**src/rtl/lpc_frame_buffer.sv**
```systemverilog
// Purpose : circular sample buffer for one LPC analysis frame; lagged random-access reads.
// Latency : read data registered, rd_valid one cycle after rd_en; a write is visible to the next cycle's read.
// Backpres: wr_ready = !busy; writes offered while busy are dropped, rd_en is ignored while busy.
//
// Ports:
//   clk, reset        single rising-edge clock, synchronous active-low reset
//   wr_valid/wr_data  sample write, accepted when wr_valid && wr_ready
//   wr_ready          low only during the optional clear sweep
//   rd_en/rd_lag      read request, lag counted back from the newest sample (0 = newest)
//   rd_data/rd_valid  registered read result; rd_err flags a lag that is not yet filled
//   fill              stored-sample count, saturating at DEPTH
//   frame_done        one-cycle pulse after the write to the last buffer slot
//   busy              clear sweep in progress
//
// Build option: define LPC_FRAME_BUF_CLEAR_EN to zero the whole array after every reset
// (DEPTH cycles of busy). Without it the buffer is usable on the first cycle after reset.

module lpc_frame_buffer #(
  parameter int DATA_W = 16,
  parameter int DEPTH  = 160,
  parameter int ADDR_W = 8
) (
  input  logic              clk,
  input  logic              reset,
  input  logic              wr_valid,
  input  logic [DATA_W-1:0] wr_data,
  output logic              wr_ready,
  input  logic              rd_en,
  input  logic [ADDR_W-1:0] rd_lag,
  output logic [DATA_W-1:0] rd_data,
  output logic              rd_valid,
  output logic              rd_err,
  output logic [ADDR_W:0]   fill,
  output logic              frame_done,
  output logic              busy
);

  localparam logic [ADDR_W:0]   DEPTH_V = (ADDR_W+1)'(DEPTH);
  localparam logic [ADDR_W-1:0] LAST    = ADDR_W'(DEPTH-1);

  typedef enum logic {
    ST_INIT,
    ST_RUN
  } state_t;

  state_t state;

  logic [ADDR_W-1:0] wptr;
  logic [ADDR_W-1:0] newest;

  // Storage is deliberately not reset; fill guards every read of stale contents.
  logic [DATA_W-1:0] mem [0:DEPTH-1];

`ifdef LPC_FRAME_BUF_CLEAR_EN
  logic [ADDR_W-1:0] sweep_addr;
`endif

  logic              wr_fire;
  logic              rd_take;
  logic [ADDR_W:0]   lag_ext;
  logic [ADDR_W:0]   newest_ext;
  logic [ADDR_W:0]   raddr_ext;
  logic [ADDR_W-1:0] raddr;
  logic              lag_ok;
  logic              bypass;
  logic [ADDR_W-1:0] wptr_nxt;

  logic              mem_we;
  logic [ADDR_W-1:0] mem_waddr;
  logic [DATA_W-1:0] mem_wdata;

  assign wr_ready = !busy;
  assign wr_fire  = wr_valid && wr_ready;
  assign rd_take  = rd_en && !busy;

  // Lag check and address use the pre-write fill/newest of this cycle.
  assign lag_ext    = {1'b0, rd_lag};
  assign newest_ext = {1'b0, newest};
  assign lag_ok     = (lag_ext < fill) && (lag_ext < DEPTH_V);

  // Modulo-DEPTH subtraction without assuming a power-of-two depth.
  assign raddr_ext = (newest_ext >= lag_ext) ? (newest_ext - lag_ext)
                                             : (newest_ext + DEPTH_V - lag_ext);
  assign raddr     = raddr_ext[ADDR_W-1:0];

  // Only reachable with a full buffer and the oldest lag: the slot being read is
  // overwritten this same cycle, and the new sample is returned.
  assign bypass    = wr_fire && (wptr == raddr);

  assign wptr_nxt  = (wptr == LAST) ? '0 : (wptr + ADDR_W'(1));

  always_comb begin
    mem_we    = 1'b0;
    mem_waddr = wptr;
    mem_wdata = wr_data;
    if (reset && wr_fire) begin
      mem_we = 1'b1;
    end
`ifdef LPC_FRAME_BUF_CLEAR_EN
    if (reset && (state == ST_INIT)) begin
      mem_we    = 1'b1;
      mem_waddr = sweep_addr;
      mem_wdata = '0;
    end
`endif
  end

  always_ff @(posedge clk) begin
    if (mem_we) begin
      mem[mem_waddr] <= mem_wdata;
    end
  end

  always_ff @(posedge clk) begin
    if (!reset) begin
      wptr       <= '0;
      newest     <= LAST;
      fill       <= '0;
      rd_valid   <= 1'b0;
      rd_err     <= 1'b0;
      rd_data    <= '0;
      frame_done <= 1'b0;
`ifdef LPC_FRAME_BUF_CLEAR_EN
      state      <= ST_INIT;
      busy       <= 1'b1;
      sweep_addr <= '0;
`else
      state      <= ST_RUN;
      busy       <= 1'b0;
`endif
    end else begin
      rd_valid   <= rd_take;
      rd_err     <= rd_take && !lag_ok;
      frame_done <= wr_fire && (wptr == LAST);

      if (rd_take) begin
        if (!lag_ok) begin
          rd_data <= '0;
        end else if (bypass) begin
          rd_data <= wr_data;
        end else begin
          rd_data <= mem[raddr];
        end
      end

      if (wr_fire) begin
        newest <= wptr;
        wptr   <= wptr_nxt;
        if (fill != DEPTH_V) begin
          fill <= fill + (ADDR_W+1)'(1);
        end
      end

      case (state)
        ST_INIT: begin
`ifdef LPC_FRAME_BUF_CLEAR_EN
          sweep_addr <= sweep_addr + ADDR_W'(1);
          if (sweep_addr == LAST) begin
            state <= ST_RUN;
            busy  <= 1'b0;
          end
`else
          state <= ST_RUN;
          busy  <= 1'b0;
`endif
        end
        default: begin
          state <= ST_RUN;
        end
      endcase
    end
  end

endmodule

```
**config.mk**
```make
export PLATFORM = sky130hd
export DESIGN_NAME = lpc_frame_buffer
export DESIGN_NICKNAME = d
export VERILOG_FILES = /design/src/rtl/lpc_frame_buffer.sv
export SDC_FILE = /design/constraint.sdc
export NUM_CORES = 2
export LEC_CHECK = 0
export CORE_MARGIN = 2
export CORE_UTILIZATION = 30
export DETAILED_ROUTE_END_ITERATION = 8
export PLACE_DENSITY_LB_ADDON = 0.15
export SLEW_MARGIN = 20
export SYNTH_ARGS = -nofsm -noshare
export SYNTH_HDL_FRONTEND = slang
export SYNTH_SLANG_ARGS = --single-unit
```
**constraint.sdc**
```tcl
create_clock -name clk -period 9.2 [get_ports clk]
set_clock_uncertainty 0.1 [all_clocks]
set_input_delay 2.3 -clock clk [delete_from_list [all_inputs] [get_ports clk]]
set_output_delay 2.3 -clock clk [all_outputs]
set_load 0.01 [all_outputs]
```
**After elaboration in Yosys (flattened, before gate mapping)**

Memories as Yosys holds them, arrays and structs flattened.
Cells that the tools add are included.
Widths: inputs -> output; s select.

- Register bits: 44
- Memory bits (writable): 2560
- Output and inout port bits: 30
- Logic and storage cells: 33
- Memories kept: 1

Memories:

| name | words | width | read ports | clocked after memory_dff | write ports | line | RTL |
|---|---|---|---|---|---|---|---|
| mem | 160 | 16 | 1 | 0 | 1 | 52 | `logic [DATA_W-1:0] mem [0:DEPTH-1];` |

- Add/sub/neg operators: 5
- Order comparisons: 3
- Equal/unequal tests: 3
- Multiplexer cells: 7
- Reduce and logical (&&, ||, !) cells: 7

Operators by type and width:

| cell | count |
|---|---|
| $mux 16 | 2 |
| $mux 8 | 2 |
| $sub 8x8->8 | 2 |
| $add 9x1->9 const B | 1 |
| $lt 8x9->1 | 1 |
| $ne 9x8->1 const B | 1 |
| $add 8x1->8 const B | 1 |
| $add 8x8->8 const B | 1 |
| $eq 8x8->1 | 1 |
| $eq 8x8->1 const B | 1 |
| $ge 8x8->1 | 1 |
| $lt 8x8->1 const B | 1 |
| $logic_and 1x1->1 | 5 |
| $mux 1 | 3 |
| $reduce_and 2->1 | 1 |
| $logic_not 1->1 | 1 |

**Longest topological paths before layout**

- Word-level depth: 7
- Gate-level depth with buffers: 20
- Mapped depth without buffers: 15

**Least setup slack after synthesis**

OpenSTA, ideal clock, no wires.

- Path type: input to register
- Start: in rd_lag[1]
- End: reg rd_data[12]
- Arrival: 5.626 ns
- Required time: 8.980 ns
- Setup slack: 3.354 ns
- Stages: 16
- Path buffers: 2
- Path through: inv_1 -> ha_1 -> ha_1 -> fa_1 -> nor2b_1 -> o21a_1 -> or3_1 -> a31o_2 -> buf_2 -> xnor2_1 -> nand4b_1 -> o311a_1 -> buf_2 -> o41ai_1 -> a21oi_1 -> o31a_1

- Longest elaborated chain between the ends: 6
- Elaborated cells on any way between the ends: 12

Ends and longest elaborated chain:

| item | line | RTL |
|---|---|---|
| start, declared | 29 | `input logic [ADDR_W-1:0] rd_lag,` |
| branches (longest 5 deep; another with $mem_v2 160x16) | n/a |  |
| $mux 16 * | 137 | `if (!lag_ok) begin` |
| end signal, assigned | 140 | `rd_data <= wr_data;` |
| end signal, assigned | 142 | `rd_data <= mem[raddr];` |
| end, declared | 30 | `output logic [DATA_W-1:0] rd_data,` |

Mark *: on every way between the ends.
A chain may end at the register's enable or synchronous reset.

**Final worst setup path**

- Start: in rd_lag[1]
- End: reg rd_data[4]

Same word-level chain as after synthesis.

==> impl_metrics.csv <==
group,metric,value,unit
status,status,"completed",
grt,grt_usage,0.198,
clock_network,clkTransAtPathRegs,0.06,ns
placement,placed_cell_area,0.110,sq mm
cells_and_area,drive_gt1_frac,0.198,
power,p_comb_frac,0.176,
cells_and_area,final_area,0.119,sq mm
route,antenna_left,0,
power,irDropWorstVdd,0.000126,V
synth,synth_area_leaders,"edfxtp_1 75%, mux4_2 8.6%, nand2_1 4.0%",
clock_network,cts.sinks,2604,
clock_network,cts_root_buf,"clkbuf_16",
clock_network,postCtsHoldBufs,0,
power,intPower,21.1,mW
worst_setup_path,end_kind,"register",
power,pwr-share-clk,0.383,
clock_network,post_cts_buffers,0,
floorplan,coreArea,0.339,sq mm
placement,gp_congestion,0.847,
placement,port_buffers,55,
synth,synth_top_area_frac,0.753,
sta,slew_headroom,0.176,
cells_and_area,final_core_util,0.352,
power,p_per_area,248,mW/mm^2
route,dr.pass1.iters,5,
sta,slew_viol_final,0,
sta,setup_tns,0,ns
synth,yosysSeqAreaShare,0.761,
synth,ys_async_sr_fraction,0,
worst_setup_path,critPathKind,"primary input to register",
synth,netlist_area,0.102,sq mm
synth,synth_fa_ha_area_frac,0.00480,
route,routed_wl,348000,microns
worst_setup_path,crit_path_end,"rd_data[4]",
worst_setup_path,worst_r2r_endpoint,"rd_data[11]",
power,seq_power_share,0.441,
synth,syn_inst,5960,
floorplan,io_pins,58,
clock_network,htreeDepth,5,
floorplan,num_rows,214,
sta,rsz0062_at_grt,"no",
synth,synth-seq-cells,2604,
route,drt_iter0_drc,6601,
floorplan,initial_core_util,0.301,
synth,syn-mean-instance-area,17.1,sq um
worst_setup_path,crit_arrival,7.85,ns
power,switching_share,0.287,
sta,finalSetupViolCount,0,
worst_hold_path,hp-class,"register to register",
sta,hold_viol,0,
worst_setup_path,cp.required,9.96,ns
synth,synthDistinctLibCells,80,
sta,min_period,7.09,ns
synth,synthSimpleGateAreaFrac,0.0768,
clock_network,cts_max_path_buffers,4,
sta,fin_ws,2.11,ns
floorplan,die_w,587,microns
route,routedWlPerCell,31.5,microns
sta,worst_pin_slew,1.23,ns
synth,muxShareOfSynthArea,0.101,
synth,synth-compound-area-share,0.0360,
synth,synth_top_family_by_area,"multiplexers",
job,cap_violations,0,
grt,grt_pass1_wl,482000,microns
worst_setup_path,start_kind,"primary input",
power,power_leakage,38.0,nW
worst_setup_path,crit_start,"rd_lag[1]",
clock_network,cts_tree,"yes",
worst_setup_path,r2r-start,"newest[2]",
cells_and_area,fin_cells,11100,
synth,synth_edf_count,2560,
synth,synthFlopType,"edfxtp_1",
clock_network,clk-insertion-delay-late,0.91,ns
synth,synthesis.nets,6023,
cells_and_area,areaGrowthSynthToFinish,16.9,%
sta,period_share,0.770,
clock_network,cts_buffers,290,
worst_setup_path,rr_worst_depth,15,
synth,synthXorXnorAreaFrac,0.00180,
placement,place_ws,1.25,ns
power,p_switching,8.48,mW
grt,antenna_found_initial,24,
worst_setup_path,crit_fanout,23,
route,num_vias,57700,
floorplan,die_h,587,microns
placement,hpwlAfterDp,210000,microns
placement,dp.cells,10500,
grt,grt_pass1_vias,57600,
floorplan,dieArea,0.345,sq mm
route,viasPerCell,5.22,
clock_network,cts_resized,0,
synth,ys_warn_count,0,
sta,fmax,141,MHz
grt,overflow,0,
synth,yosysTopAreaCell,"edfxtp_1",
grt,grt_max_degree,138,
worst_setup_path,reg2reg_slack,3.75,ns
route,route.detailed.drc,0,
cells_and_area,layout.nets,6359,
-- cells in the mapped netlist (9+ instances only) --
cell type / count
a221oi_1: 9
o22ai_1: 15
clkbuf_1: 130
o2111ai_1: 13
nor2_1: 212
buf_4: 43
buf_2: 134
mux4_2: 388
ha_1: 28
o21ai_0: 46
mux2i_1: 159
o211ai_1: 21
buf_1: 41
xnor2_1: 16
nand2_1: 1100
dfxtp_1: 44
nor3_1: 11
inv_1: 45
a31oi_1: 95
nand3_1: 370
a32oi_1: 116
a21oi_1: 77
and3_1: 16
nor2b_1: 15
edfxtp_1: 2560
nand4_1: 91
-- worst max-delay path: stages --
cell and delay [ns]:
clkdlybuf4s50_1 0.50, inv_1 0.12, ha_1 0.37, ha_1 0.24, fa_1 0.48, xor2_1 0.53
or3_1 0.48, nand2_8 0.24, buf_4 0.36, nand2_1 0.59, o22ai_1 0.13, a211oi_1 0.50
o41ai_1 0.15, a21oi_1 0.58, o31a_1 0.23
-- placed cells by master (no fill, tap or decap), drive strengths merged, types with 8 or more instances in the layout --
cell / count
a211oi: 9
a21oi: 79
a221oi: 10
a311oi: 8
a31oi: 95
a32oi: 116
a41o: 8
a41oi: 8
and3: 16
buf: 356
bufinv: 20
clkbuf: 352
clkdlybuf4s50: 39
clkinv: 113
dfxtp: 44
diode: 11
edfxtp: 2560
ha: 28
inv: 58
mux2i: 159
mux4: 388
nand2: 1102
nand3: 370
nand4: 92
nor2: 214
nor2b: 16
nor3: 13
o2111ai: 13
o211ai: 22
o21ai: 46
o22ai: 15
o311a: 8
xnor2: 16
-- how the worst min path moves through the flow --
stage | depth (start not counted) | startpoint | to
floorplan | 2 | newest[0] | newest[0]
global placement | 2 | fill[1] | fill[1]
detailed placement | 2 | fill[1] | fill[1]
CTS | 2 | fill[1] | fill[1]
global route | 2 | fill[1] | fill[1]
finish | 2 | fill[1] | fill[1]
-- state kept, by name, indices dropped and copies added (netlist names) --
register,cells
mem,2560
rd_data,16
fill,9
mem_waddr,8
newest,8
frame_done,1
rd_err,1
rd_valid,1
-- area by class of cell --
cell class,instances,area (sq um)
fill,32000,220000
sequential,2604,77800
multi-input combinational,2959,23100
clock buffer,352,7660
tap,4536,5680
timing repair buffer,395,3580
clock inverter,148,1370
inverter,46,180
antenna,11,27.5
-- kinds of logic after synthesis --
kind of cell / after synthesis
AND/OR/NAND/NOR: 1850
flip-flops: 2604
multiplexers: 549
XOR/XNOR: 21
buffers and inverters: 397
AO/OA/AOI/OAI: 502
other: 2
adder cells (fa/ha/maj): 35
-- routing by layer --
metal  part of all wire  GRT usage  wire (microns)  vias up
met4              0.029     0.0539           10100        4
li1                   -          -               -    24200
met3              0.056     0.0284           19600      438
met5           0.000066          0              23        -
met1               0.45      0.285          158000    31100
met2               0.46      0.312          161000     1985
-- power groups by stage --
stage / Sequential, mW / Clock, mW / Combinational, mW
2_1_floorplan: 13.3 / 0 / 2.74
3_3_place_gp: 13.3 / 0 / 5.25
3_5_place_dp: 13.3 / 0 / 5.25
4_1_cts: 13.1 / 11.6 / 5.26
5_1_grt: 13.1 / 12.0 / 5.48
6_report: 13.1 / 11.3 / 5.21
-- through the flow --
step | hold WS, ns | power (mW)
2_1_floorplan | 0.359 | 16.0
6_report | 0.424 | 29.6
5_1_grt | 0.450 | 30.5
3_3_place_gp | 0.413 | 18.6
3_5_place_dp | 0.419 | 18.6
4_1_cts | 0.428 | 29.9
(Power assumes the default switching activity.)
